### src/rtl/arbitro_rr_8entradas.sv
// arbitro_rr_8entradas: round-robin arbiter for eight requesters sharing a
// 5-bit operand path. A grant is held while the grantee keeps its request
// high. Every release passes through one LIBERA cycle and then one OCIOSO
// cycle before the next grant.
// Optional build macro ARBITRO_TIMEOUT_EN: when defined, a grant that has
// lasted MAX_CICLOS cycles is revoked, and expirou pulses for one cycle.
// When the macro is undefined, expirou is tied to 0.
//
// state     | meaning
// ----------+------------------------------------------------------------
// OCIOSO    | no grant; arbitrate among req starting from ptr
// CONCEDIDO | grant held on key/concessao while req[key] stays high
// LIBERA    | one dead cycle after a release or revocation; ptr updated
module arbitro_rr_8entradas #(
    parameter int MAX_CICLOS = 16
) (
    input  logic        clock,
    input  logic        reset,
    input  logic [7:0]  req,
    input  logic [39:0] entradas,
    output logic [2:0]  key,
    output logic [7:0]  concessao,
    output logic        valido,
    output logic        expirou,
    output logic [4:0]  saida
);

    typedef enum logic [1:0] {
        OCIOSO    = 2'd0,
        CONCEDIDO = 2'd1,
        LIBERA    = 2'd2
    } estado_t;

    // Stops elaboration when the timeout length is outside 2..255.
    if (MAX_CICLOS < 2 || MAX_CICLOS > 255) begin : g_max_ciclos_invalido
        $error("MAX_CICLOS out of range 2..255");
    end

    estado_t    estado_q, estado_d;
    logic [2:0] ptr_q, ptr_d;
    logic [2:0] key_q, key_d;
    logic [7:0] concessao_q, concessao_d;
    logic       valido_q, valido_d;

`ifdef ARBITRO_TIMEOUT_EN
    localparam logic [7:0] LIMITE = 8'(MAX_CICLOS - 1);
    logic [7:0] cnt_q, cnt_d;
    logic       expirou_q, expirou_d;
`endif

    logic       hay_req;
    logic [2:0] sel_idx;
    logic [2:0] scan_idx;

    // Finds the first active requester, scanning from ptr upward with wrap.
    always_comb begin
        hay_req  = 1'b0;
        sel_idx  = 3'd0;
        scan_idx = 3'd0;
        for (int k = 0; k < 8; k++) begin
            scan_idx = ptr_q + 3'(k);
            if (!hay_req && req[scan_idx]) begin
                hay_req = 1'b1;
                sel_idx = scan_idx;
            end
        end
    end

    // Computes the next state and the next registered outputs.
    always_comb begin
        estado_d    = estado_q;
        ptr_d       = ptr_q;
        key_d       = key_q;
        concessao_d = concessao_q;
        valido_d    = valido_q;
`ifdef ARBITRO_TIMEOUT_EN
        cnt_d       = cnt_q;
        expirou_d   = 1'b0;
`endif
        case (estado_q)
            OCIOSO: begin
                if (hay_req) begin
                    estado_d    = CONCEDIDO;
                    key_d       = sel_idx;
                    concessao_d = 8'd1 << sel_idx;
                    valido_d    = 1'b1;
`ifdef ARBITRO_TIMEOUT_EN
                    cnt_d       = 8'd0;
`endif
                end
            end
            CONCEDIDO: begin
                // A voluntary release wins over a timeout on the same edge.
                if (!req[key_q]) begin
                    estado_d    = LIBERA;
                    concessao_d = 8'd0;
                    valido_d    = 1'b0;
                    ptr_d       = key_q + 3'd1;
                end
`ifdef ARBITRO_TIMEOUT_EN
                else if (cnt_q == LIMITE) begin
                    estado_d    = LIBERA;
                    concessao_d = 8'd0;
                    valido_d    = 1'b0;
                    ptr_d       = key_q + 3'd1;
                    expirou_d   = 1'b1;
                end else begin
                    cnt_d = cnt_q + 8'd1;
                end
`endif
            end
            LIBERA: begin
                estado_d = OCIOSO;
            end
            default: begin
                estado_d    = OCIOSO;
                concessao_d = 8'd0;
                valido_d    = 1'b0;
            end
        endcase
    end

    // Registers the state and outputs; reset overrides everything.
    always_ff @(posedge clock) begin
        if (reset) begin
            estado_q    <= OCIOSO;
            ptr_q       <= 3'd0;
            key_q       <= 3'd0;
            concessao_q <= 8'd0;
            valido_q    <= 1'b0;
`ifdef ARBITRO_TIMEOUT_EN
            cnt_q       <= 8'd0;
            expirou_q   <= 1'b0;
`endif
        end else begin
            estado_q    <= estado_d;
            ptr_q       <= ptr_d;
            key_q       <= key_d;
            concessao_q <= concessao_d;
            valido_q    <= valido_d;
`ifdef ARBITRO_TIMEOUT_EN
            cnt_q       <= cnt_d;
            expirou_q   <= expirou_d;
`endif
        end
    end

    assign key       = key_q;
    assign concessao = concessao_q;
    assign valido    = valido_q;
`ifdef ARBITRO_TIMEOUT_EN
    assign expirou   = expirou_q;
`else
    assign expirou   = 1'b0;
`endif

    // Shared operand mux: the grantee's slice, or zero when there is no grant.
    always_comb begin
        saida = 5'd0;
        if (valido_q) begin
            saida = entradas[int'(key_q) * 5 +: 5];
        end
    end

endmodule
### config.mk
export PLATFORM = sky130hd
export DESIGN_NAME = arbitro_rr_8entradas
export DESIGN_NICKNAME = d
export VERILOG_FILES = /design/src/rtl/arbitro_rr_8entradas.sv
export SDC_FILE = /design/constraint.sdc
export NUM_CORES = 1
export LEC_CHECK = 0
export ABC_AREA = 1
export ABC_CLOCK_PERIOD_IN_PS = 2600
export CAP_MARGIN = 20
export CORE_ASPECT_RATIO = 0.75
export CORE_UTILIZATION = 41
export DETAILED_ROUTE_END_ITERATION = 8
export PLACE_DENSITY = 0.76
export RECOVER_POWER = 25
export SYNTH_ARGS = -nofsm -noshare
export SYNTH_HDL_FRONTEND = slang
export SYNTH_SLANG_ARGS = --single-unit
### constraint.sdc
create_clock -name clock -period 2.6 [get_ports clock]
set_clock_uncertainty 0.05 [all_clocks]
set_input_delay 0.39 -clock clock [delete_from_list [all_inputs] [get_ports clock]]
set_output_delay 0.39 -clock clock [all_outputs]
set_load 0.005 [all_outputs]
==> impl_metrics.py <==
metrics = {
    "status": {
        "status": "finished clean",
    },
    "yosys": {
        "yosys.area.top_type_share_pct": 18.0,
        "syn_area_per_cell_sq_um": 5.73,
        "yosys.area.top_type": "dfxtp_1",
        "synth.distinct_cells": 32,
        "syn-num-nets": 383,
        "yosysSeqAreaShare_pct": 18.0,
        "ys_warn_count": 0,
        "synthCells": 330,
        "synth_area_leaders": "dfxtp_1, nor2_1, nand2_1, nand3_1, o21ai_0",
        "ys_ff_latch": 17,
        "syn_area_sq_mm": 0.00189,
    },
    "cells_and_area": {
        "final_cell_mix": "nor2_1, nand2_1, clkdlybuf4s50_1, nand3_1, o21ai_0",
        "drive_above_1_share_pct": 14.6,
        "nets": 459,
        "final-instance-count-excl-fill": 460,
        "fill_cells": 398,
        "area_growth_syn_to_layout_pct": 48.0,
        "multiInputGateArea_sq_mm": 0.00141,
        "final_common_cell": "nor2_1",
        "final-seq-area_sq_um": 344,
        "diodes": 0,
    },
    "power_and_ir_drop": {
        "p_leak_nw": 1.24,
        "ir_worst_vdd_mv": 0.891,
        "p_per_area_mw_per_mm2": 1170,
        "p_total_mw": 3.27,
    },
    "timing": {
        "tightest_slew_ns": 0.508,
        "relSlewSlack_pct": 66.0,
        "post-route-min-period_ns": 2.45,
        "fmax_mhz": 408,
        "maxSlewViolCount": 0,
        "hold_viol_final": 0,
        "period_share_pct": 94.3,
        "grt_setup_unrepaired": "yes",
        "setup_viol": 0,
    },
    "drt": {
        "antenna_left": 0,
        "drt_iter0_drc": 171,
        "wl_met1_mm": 2.96,
        "wl_met2_mm": 2.71,
        "wl_mm": 6.04,
        "dr.max_layer_used": "met4",
        "avgViaCountPerCell": 5.18,
        "drtPass1Iterations": 4,
        "wl_met3_microns": 345,
        "drc": 0,
        "wl_per_cell_microns": 13.1,
        "vias": 2381,
    },
    "global_route": {
        "grt_max_degree": 21,
        "grt_use_total_pct": 26.3,
        "grt_pass1_wl_mm": 10.0,
        "grt_overflow": 0,
        "grt_pass1_vias": 2207,
        "antenna_found_initial": 0,
    },
    "floorplan": {
        "die_y_microns": 60.8,
        "io_pins": 68,
        "start_util_pct": 44.7,
        "row_count": 20,
        "fp.coreArea_sq_mm": 0.00423,
        "die_area_sq_mm": 0.00489,
        "die_w_microns": 80.4,
    },
    "placement": {
        "dpl.hpwl_mm": 4.81,
        "place.gp.congestion": 0.950,
        "dp_cells": 451,
        "portBuffers": 66,
    },
    "critical_path": {
        "path_class": "reg -> out",
        "cpLargestDelayFamily": "buffers and inverters",
        "cpPeakStageDelay_ns": 0.53,
        "setup.worst_path.end_class": "output port",
        "crit_chain": "buf_6, o21ai_0, o22ai_1, o21ai_0, a31oi_1, clkdlybuf4s50_1",
        "crit_fanout": 20,
        "start_kind": "register",
        "cp_common_cell": "o21ai_0",
        "cp_num_buf_inv": 2,
        "crit_cells": 6,
        "worstPathArrival_ns": 2.01,
        "r2r_end": "concessao[6]$_SDFFE_PP0P_",
        "r2r_slack_ns": 0.16,
        "crit_path_end": "saida[0]",
        "r2r-start": "ptr_q[0]$_SDFFE_PP0P_",
        "reg2regPathDepth": 16,
        "critical_path.slowest_cell": "clkdlybuf4s50_1",
        "cp.required_ns": 2.16,
        "startpoint": "key[0]$_SDFFE_PP0P_",
    },
    "clock_network": {
        "cts.sinks": 17,
        "clk_latency_ns": 0.26,
        "htree_levels": 1,
        "cts_buffers": 3,
        "cts_root_buffer": "clkbuf_8",
        "cts_tree": "built",
        "cts_buffer_depth": 2,
        "clkSlewWorstSetupHoldPaths_ns": 0.07,
    },
    "worst_hold_path": {
        "min_path_type": "reg -> reg",
    },
    "run": {
        "cap_violations": 0,
    },
}
## cell usage after synthesis (all sizes together)
library cell and count:
o22ai 7, a21oi 12, ha 3, a31oi 6
xnor2 2, xor2 3, a211oi 1, nand2 67
conb 1, a21boi 1, nand3b 1, nand3 44
clkbuf 9, o21bai 1, inv 31, o21ai 37
nand4 5, dfxtp 17, nor3 3, nor2 74
buf 5
## timing repair
action | in CTS | in global routing
resized for setup | 0 | 19
setup buffers | 0 | 3
setup endpoints to repair | 0 | 11
hold buffers | 0 | 0
## cell families (layout without fill, tap and decap cells)
logic type | Yosys count | count (layout) | synth area share, %
other | 1 | 1 | 0.198
AO/OA/AOI/OAI | 65 | 65 | 19.0
AND/OR/NAND/NOR | 194 | 195 | 47.8
XOR/XNOR | 5 | 5 | 3.11
adder cells (fa/ha/maj) | 3 | 3 | 1.99
flip-flops | 17 | 17 | 18.0
buffers and inverters | 45 | 119 | 9.87
## worst min-delay path: cells and delay by family, from the launching register on
family | cells | cell delay [ns]
AOI/OAI and AO/OA | 1 | 0.06
DFF | 1 | 0.32
and+or+nand+nor | 1 | 0.06
## where the power goes
part,switching (mW),internal [mW],total [mW]
Sequential,0.0829,0.347,0.430
Clock,0.0992,0.108,0.207
Combinational,1.64,0.993,2.63
## flip-flops by register name (all words and copies together) (netlist names)
| name | count |
|---|---|
| estado_q | 2 |
| valido | 1 |
| key | 3 |
| ptr_q | 3 |
| concessao | 8 |
## per-layer routing
| layer | track usage, % | vias to the layer above |
|---|---|---|
| li1 | - | 1239 |
| met2 | 45.2 | 55 |
| met5 | 0 | - |
| met1 | 36.1 | 1083 |
| met3 | 4.36 | 4 |
| met4 | 3.06 | 0 |
## final cells by class
| cell class | instances | share of cell area (%) |
|---|---|---|
| Timing Repair inverter | 1 | 0.179 |
| Multi-Input combinational cell | 269 | 50.3 |
| Clock buffer | 3 | 1.48 |
| Sequential cell | 17 | 12.3 |
| Clock inverter | 1 | 0.268 |
| Inverter | 31 | 4.30 |
| Timing Repair Buffer | 83 | 28.7 |
| Tap cell | 55 | 2.46 |
## worst min path at each step
stage / start / cells past startpoint / slack, ns / endpoint
global placement: concessao[0]$_SDFFE_PP0P_ / 2 / 0.40 / concessao[0]$_SDFFE_PP0P_
floorplan: reset / 1 / 0.41 / estado_q[0]$_SDFFE_PP0P_
detailed placement: concessao[1]$_SDFFE_PP0P_ / 2 / 0.41 / concessao[1]$_SDFFE_PP0P_
global route: concessao[1]$_SDFFE_PP0P_ / 2 / 0.45 / concessao[1]$_SDFFE_PP0P_
finish: concessao[1]$_SDFFE_PP0P_ / 2 / 0.43 / concessao[1]$_SDFFE_PP0P_
CTS: concessao[1]$_SDFFE_PP0P_ / 2 / 0.43 / concessao[1]$_SDFFE_PP0P_
## through the flow
step | utilization [%] | TNS, ns | setup slack, ns | instance area (sq um) | hold WS, ns
after floorplan | - | 0 | 0.0994 | 1890 | 0.409
after detailed placement | 62.8 | -0.0321 | -0.0211 | 2650 | 0.411
after global placement | 62.8 | 0 | 0.0599 | 2650 | 0.403
final | 66.1 | 0 | 0.149 | 2800 | 0.426
after CTS | 63.9 | 0 | 0.0831 | 2700 | 0.431
after global routing | 66.1 | -0.136 | -0.0427 | 2800 | 0.453
No activity file was read; power rests on OpenSTA's default activity.
